**src/rtl/cache_miss_ctrl.sv**
```systemverilog
// cache_miss_ctrl: miss-handling sequencer for a direct-mapped write-back
// data cache. Hits complete in the lookup cycle. A miss optionally evicts a
// dirty victim, refills the line and rewrites the tag, then re-looks-up and hits.
module cache_miss_ctrl #(
    parameter int unsigned TAG_W    = 21,
    parameter int unsigned INDEX_W  = 6,
    parameter int unsigned OFFSET_W = 5,
    parameter int unsigned CNT_W    = 16
) (
    input  logic               clk,
    input  logic               rst,
    input  logic               cpu_req,
    input  logic               cpu_we,
    input  logic [31:0]        cpu_addr,
    output logic               cpu_ready,
    output logic               cpu_stall,
    output logic [INDEX_W-1:0] tag_index,
    input  logic               tag_rd_valid,
    input  logic               tag_rd_dirty,
    input  logic [TAG_W-1:0]   tag_rd_tag,
    output logic               tag_we,
    output logic               tag_wr_valid,
    output logic               tag_wr_dirty,
    output logic [TAG_W-1:0]   tag_wr_tag,
    output logic               wb_start,
    output logic [31:0]        wb_addr,
    input  logic               wb_done,
    output logic               fill_start,
    output logic [31:0]        fill_addr,
    input  logic               fill_done,
    output logic [CNT_W-1:0]   miss_count,
    output logic [CNT_W-1:0]   wb_count
);

    localparam int unsigned IDX_LO = OFFSET_W;
    localparam int unsigned IDX_HI = OFFSET_W + INDEX_W - 1;
    localparam int unsigned TAG_LO = OFFSET_W + INDEX_W;

    typedef enum logic [2:0] {
        S_IDLE,
        S_WB_REQ,
        S_WB_WAIT,
        S_FILL_REQ,
        S_FILL_WAIT,
        S_UPDATE
    } state_t;

    state_t             r_state;
    state_t             w_next;
    logic [31:0]        r_req_addr;
    logic [TAG_W-1:0]   r_victim_tag;
    logic               r_wb_start;
    logic               r_fill_start;
    logic [31:0]        r_wb_addr;
    logic [31:0]        r_fill_addr;
    logic [CNT_W-1:0]   r_miss_count;
    logic [CNT_W-1:0]   r_wb_count;
    logic               w_hit;
    logic               w_miss;
    logic               w_dirty_victim;

    assign w_hit          = tag_rd_valid && (tag_rd_tag == cpu_addr[31:TAG_LO]);
    assign w_miss         = (r_state == S_IDLE) && cpu_req && !w_hit;
    assign w_dirty_victim = tag_rd_valid && tag_rd_dirty;

    // State register
    always_ff @(posedge clk) begin
        if (rst) r_state <= S_IDLE;
        else     r_state <= w_next;
    end

    // Next-state logic
    always_comb begin
        w_next = r_state;
        case (r_state)
            S_IDLE:      if (w_miss) w_next = w_dirty_victim ? S_WB_REQ : S_FILL_REQ;
            S_WB_REQ:    w_next = S_WB_WAIT;
            S_WB_WAIT:   if (wb_done) w_next = S_FILL_REQ;
            S_FILL_REQ:  w_next = S_FILL_WAIT;
            S_FILL_WAIT: if (fill_done) w_next = S_UPDATE;
            S_UPDATE:    w_next = S_IDLE;
            default:     w_next = S_IDLE;
        endcase
    end

    // Request latch, registered engine starts/addresses and saturating counters.
    // Start pulses are the registered decode of the REQ states, so each engine
    // sees a single-cycle level with its address already stable.
    always_ff @(posedge clk) begin
        if (rst) begin
            r_req_addr   <= '0;
            r_victim_tag <= '0;
            r_wb_start   <= 1'b0;
            r_fill_start <= 1'b0;
            r_wb_addr    <= '0;
            r_fill_addr  <= '0;
            r_miss_count <= '0;
            r_wb_count   <= '0;
        end else begin
            r_wb_start   <= (r_state == S_WB_REQ);
            r_fill_start <= (r_state == S_FILL_REQ);
            if (w_miss) begin
                r_req_addr   <= cpu_addr;
                r_victim_tag <= tag_rd_tag;
                if (r_miss_count != '1) r_miss_count <= r_miss_count + CNT_W'(1);
                if (w_dirty_victim && (r_wb_count != '1)) r_wb_count <= r_wb_count + CNT_W'(1);
            end
            if (r_state == S_WB_REQ)
                r_wb_addr <= {r_victim_tag, r_req_addr[IDX_HI:IDX_LO], {OFFSET_W{1'b0}}};
            if (r_state == S_FILL_REQ)
                r_fill_addr <= {r_req_addr[31:TAG_LO], r_req_addr[IDX_HI:IDX_LO], {OFFSET_W{1'b0}}};
        end
    end

    // Output decode: hit completion, tag index and tag-store writes
    always_comb begin
        cpu_ready    = 1'b0;
        tag_we       = 1'b0;
        tag_wr_valid = 1'b0;
        tag_wr_dirty = 1'b0;
        tag_wr_tag   = '0;
        tag_index    = r_req_addr[IDX_HI:IDX_LO];
        case (r_state)
            S_IDLE: begin
                tag_index = cpu_addr[IDX_HI:IDX_LO];
                if (cpu_req && w_hit) begin
                    cpu_ready = 1'b1;
                    if (cpu_we) begin
                        tag_we       = 1'b1;
                        tag_wr_valid = 1'b1;
                        tag_wr_dirty = 1'b1;
                        tag_wr_tag   = tag_rd_tag;
                    end
                end
            end
            S_UPDATE: begin
                tag_we       = 1'b1;
                tag_wr_valid = 1'b1;
                tag_wr_dirty = 1'b0;
                tag_wr_tag   = r_req_addr[31:TAG_LO];
            end
            default: ;
        endcase
    end

    assign cpu_stall  = cpu_req && !cpu_ready;
    assign wb_start   = r_wb_start;
    assign fill_start = r_fill_start;
    assign wb_addr    = r_wb_addr;
    assign fill_addr  = r_fill_addr;
    assign miss_count = r_miss_count;
    assign wb_count   = r_wb_count;

endmodule

```
**config.mk**
```make
export PLATFORM = sky130hd
export DESIGN_NAME = cache_miss_ctrl
export DESIGN_NICKNAME = d
export VERILOG_FILES = /design/src/rtl/cache_miss_ctrl.sv
export SDC_FILE = /design/constraint.sdc
export NUM_CORES = 1
export LEC_CHECK = 0
export BUFFER_PORTS_ARGS = -buffer_cell sky130_fd_sc_hd__buf_2
export CORE_MARGIN = 1.5
export CORE_UTILIZATION = 40
export DETAILED_ROUTE_END_ITERATION = 10
export GPL_TIMING_DRIVEN = 0
export HOLD_SLACK_MARGIN = 0.02
export PLACE_DENSITY = 0.75
export REMOVE_ABC_BUFFERS = 1
export SETUP_SLACK_MARGIN = 0.02
export SYNTH_ARGS = -nofsm -noshare
export SYNTH_HDL_FRONTEND = slang
export SYNTH_SLANG_ARGS = --single-unit
```
**constraint.sdc**
```tcl
create_clock -name clk -period 3.04 [get_ports clk]
set_clock_uncertainty 0.05 [all_clocks]
set_input_delay 0.456 -clock clk [delete_from_list [all_inputs] [get_ports clk]]
set_output_delay 0.456 -clock clk [all_outputs]
set_load 0.05 [all_outputs]
```
# After elaboration in Yosys (flattened, before gate mapping)

Index checks and enable logic that the tools add are counted.

Flip-flop bits (word level): 144
Output and inout bits: 130

Add/subtract/negate cells: 2
Eq/ne operators: 11
Muxes and demuxes: 15
Reduce and logical (&&, ||, !) cells: 13

Operators with widths:

| cell                  | count |
|---|---|
| $mux 21               | 2 |
| $pmux 21 s2           | 1 |
| $add 16x1->16 const B | 2 |
| $ne 16x16->1 const B  | 2 |
| $eq 21x21->1          | 1 |
| $pmux 3 s5            | 1 |
| $mux 3                | 3 |
| $logic_and 1x1->1     | 7 |
| $eq 3x2->1 const B    | 2 |
| $eq 3x3->1 const B    | 2 |
| $mux 6                | 1 |
| $ne 2x2->1 const B    | 3 |
| $mux 1                | 5 |
| $reduce_and 2->1      | 2 |
| $eq 3x1->1 const B    | 1 |
| $logic_not 3->1       | 1 |
| $reduce_and 3->1      | 1 |
| $logic_not 1->1       | 2 |
| $mux 2                | 1 |
| $pmux 1 s2            | 1 |

# Logic depth before layout (Yosys ltp)

Depth in word-level cells: 7
Depth in mapped cells: 8
Depth with buffers taken out: 6

# Worst setup path after synthesis

No wires, ideal clock.

Kind: input -> output
Start point: in tag_rd_tag[9]
End point: out tag_wr_tag[12]
Arrival: 2660 ps
Required time: 2534 ps
Setup slack: -126 ps
Cell stages on the path: 7
Path buffers: 1
Cells stage by stage: xor2_1 or4_4 nor4_4 nand3_1 nor2_1 buf_2 a22o_1

Longest elaborated chain between the ends: 5

RTL lines:

| item               | RTL line | source |
|---|---|---|
| start: declaration | 20       | `input logic [TAG_W-1:0] tag_rd_tag,` |
| $eq 21x21->1       | 62       | `assign w_hit = tag_rd_valid && (tag_rd_tag == cpu_addr[31:TAG_LO]);` |
| $logic_and 1x1->1  | 62       |  |
| $logic_and 1x1->1  | 126      | `if (cpu_req && w_hit) begin` |
| $mux 21            | 126      |  |
| $pmux 21 s2        | 123      | `case (r_state)` |
| end: declaration   | 24       | `output logic [TAG_W-1:0] tag_wr_tag,` |

Every way passes these cells.

# Worst setup path in the final report

Start point: in tag_rd_tag[7]
End point: out tag_wr_tag[17]

Same word-level chain as after synthesis.

==> results by group <==
Run status
  – Outcome: finished, final reports clean

Placement
  – IO buf count: 175
  – Dpl cells: 1039
  – GP Congestion: 0.777
  – Hpwl dp: 11.6 mm
  – Pre-CTS WS: -615 ps
  – Placed instance area: 0.00726 mm²

Drt
  – Total wire length: 17.0 mm
  – Drt drc: 0
  – Vias per Instance: 5.25
  – 1st-pass router iterations: 4
  – Wire per inst: 15.8 µm
  – Initial DRC count: 300
  – Via count: 5636
  – Final ANT Viol Nets: 0

Setup path
  – Worst-case reg-to-reg path depth: 5
  – Crit. End Element: output pin
  – R2r endpoint: wb_count[15]
  – Startpoint types: input pin
  – Worst-path fanout max: 8
  – R2R setup slack: 500 ps
  – WS Path Type: in2out
  – R2r startpoint: r_state[1]
  – Required time of the critical path: 2530 ps
  – CP arrival: 2440 ps

Global routing
  – Grt ovf: 0
  – Vias in the first global route: 5110
  – Largest net degree at the start of global routing: 104
  – First-pass GRT wire length: 26.7 mm
  – Initial antenna violation count: 1
  – Global Route Usage Sum: 0.209

STA
  – Fin Setup TNS: 0 ps
  – Final worst path period need: 2950 ps
  – Period utilization: 0.970
  – Setup WS post-layout: 92.0 ps
  – Hold_ws: 242 ps
  – Final setup viols: 0
  – Pins Over Slew Limit: 0
  – Fmax: 0.339 GHz
  – Slew Limit Headroom: 0.0834
  – Hold Fails Final Rpt: 0
  – Worst Max-Slew Pin Slew: 1370 ps
  – RSZ-0062 raised after global routing: yes

Final layout
  – Inserted Diodes: 0
  – Share of cells above drive strength 1: 0.298
  – Layout area overhead: 29.5%
  – Fin cells: 1074
  – Design Area, Final: 0.00802 mm²
  – Nets: 937

Power and ir drop
  – Pint: 3.47 mW
  – Clock power share: 0.424
  – Static Leak: 3.42 nW
  – Logic pwr share: 0.167
  – Flop pwr share: 0.409
  – Pwr Density: 607 mW/mm²
  – P_sw: 1.40 mW
  – Sw Share: 0.288
  – Max VDD drop: 0.000442 V

Worst hold path
  – Hold Path Sink: r_req_addr[7]
  – Hold_sp: cpu_addr[7]
  – Worst min-delay path class: in2reg
  – Min-Delay Path Depth: 3

Synthesis
  – #FFs+latches synth: 139
  – Synthesis Warnings: 0
  – Yosys top cell area share: 0.450
  – Seq/Total Area, Yosys: 0.450
  – Synth top area cells: dfxtp_1 (45%), mux2i_1 (7.9%), nand2_1 (7.2%)
  – Post-synth cell types: 48
  – Post-synth EDFFs: 0
  – Cell count after synthesis: 713
  – Mean Syn Cell Area: 8.68 µm²
  – Async S/R FF share, synth: 0
  – Mapped cell area: 0.00619 mm²
  – Area leader, netlist: dfxtp_1
  – Ys flop type: dfxtp_1

CTS
  – Clock sink count: 139
  – Clock buffer depth: 2
  – CTS tree: yes
  – Clk slew on worst S/H paths: 60 ps
  – Total CTS buffers: 17
  – H-tree depth: 4
  – Cts hold-fix bufs: 0
  – Root buffer cell: clkbuf_16
  – Clk_lat worst skew: 420 ps

Floorplanning
  – Die Footprint: 0.0162 mm²
  – Die Height: 127 µm
  – Initial core utilization: 0.409
  – Core footprint: 0.0151 mm²
  – Rows: 45
  – Die width: 127 µm
  – Top-Level Pins: 191

Job
  – Maximum capacitance violations: 0
-- cell families after synthesis --
logic type / Yosys count / synth area share
AOI/OAI and AO/OA: 118 / 0.118
xor gates and xnor gates: 21 / 0.0297
adders and majority gates: 2 / 0.00404
buffers and inverters: 60 / 0.0483
DFF: 139 / 0.450
muxes: 69 / 0.116
other: 1 / 0.000606
and+or+nand+nor: 303 / 0.234
-- stage by stage --
stage	util	power (mW)
2_1_floorplan	-	2.57
3_3_place_gp	0.465	2.82
3_5_place_dp	0.480	2.83
4_1_cts	0.527	4.90
5_1_grt	0.529	5.06
6_report	0.529	4.86
-- sequential cells by signal, indices dropped and copies added, names as in the netlist --
name          flops
r_victim_tag     21
fill_addr        27
miss_count       16
wb_count         16
r_req_addr       27
fill_start        1
wb_addr          27
wb_start          1
r_state           3
-- synthesized netlist by cell type (all sizes together) (11+ instances only) --
cell type / number
dfxtp: 139
nand2: 119
nor2: 81
a21oi: 72
mux2i: 49
clkbuf: 32
buf: 24
a22o: 21
mux2: 20
xor2: 18
nor2b: 14
nand3: 13
nor3: 11
-- power by group through the flow --
| stage | clock network (mW) | registers [mW] | logic, mW |
|---|---|---|---|
| final | 2.06 | 1.99 | 0.812 |
| after global placement | 0 | 2.02 | 0.801 |
| after detailed placement | 0 | 2.03 | 0.798 |
| after floorplan | 0 | 2.09 | 0.483 |
| after global routing | 2.18 | 2.00 | 0.872 |
| after CTS | 2.10 | 1.99 | 0.808 |
-- worst max path at each step --
stage,slack (ps),start,depth (start not counted),to
after floorplan,-2850,tag_rd_tag[9],6,r_state[1]
after global placement,-5160,tag_rd_tag[16],6,r_state[1]
after detailed placement,-610,tag_rd_tag[3],9,tag_wr_tag[18]
after CTS,20,tag_rd_tag[9],9,tag_wr_tag[18]
after global routing,-2,tag_rd_tag[7],9,tag_wr_tag[19]
final,90,tag_rd_tag[7],9,tag_wr_tag[17]
-- critical path, cell delays in order --
cell,delay [ps]
buf_2,120
xor2_1,200
or4_1,600
nor2_4,240
nand3_2,130
nor2_4,180
buf_6,170
a22o_1,140
buf_4,200
-- timing repair --
item	4_1_cts	5_1_grt
buffers inserted	3	1
pin swaps	4	1
gates resized for setup	34	5
setup endpoints to repair	25	30
cloned	0	0
-- area by class of cell --
class                           instances  area, µm²
Tap cell                              188        235
Sequential cell                       139       2780
Inverter                                4       15.0
Timing Repair Buffer                  189       1180
Clock inverter                         10        116
Multi-Input combinational cell        523       3220
Clock buffer                           21        470
Fill cell                            1423       7130
-- placed cells by master, fill, tap and decap left out, drive strengths merged, types with 7 or more instances in the layout --
| cell type | netlist | layout |
|---|---|---|
| nor4 | 7 | 7 |
| or4 | 10 | 10 |
| nand2 | 119 | 119 |
| nand3 | 13 | 13 |
| mux2i | 49 | 49 |
| a31o | 8 | 8 |
| xor2 | 18 | 18 |
| o31ai | 7 | 7 |
| nand4 | 9 | 9 |
| nor3 | 11 | 11 |
| nand2b | 10 | 10 |
| dfxtp | 139 | 139 |
| buf | 24 | 189 |
| nor2b | 14 | 14 |
| conb | 1 | 10 |
| and3 | 8 | 8 |
| a21oi | 72 | 72 |
| mux2 | 20 | 20 |
| a22o | 21 | 21 |
| clkbuf | 32 | 21 |
| nor2 | 81 | 81 |
-- routing by layer --
metal	track usage	wire length, µm
met5	0	16
met4	0.0628	265
met3	0.0666	1160
met2	0.333	7980
met1	0.272	7590
Power figures use the tool's default switching activity.
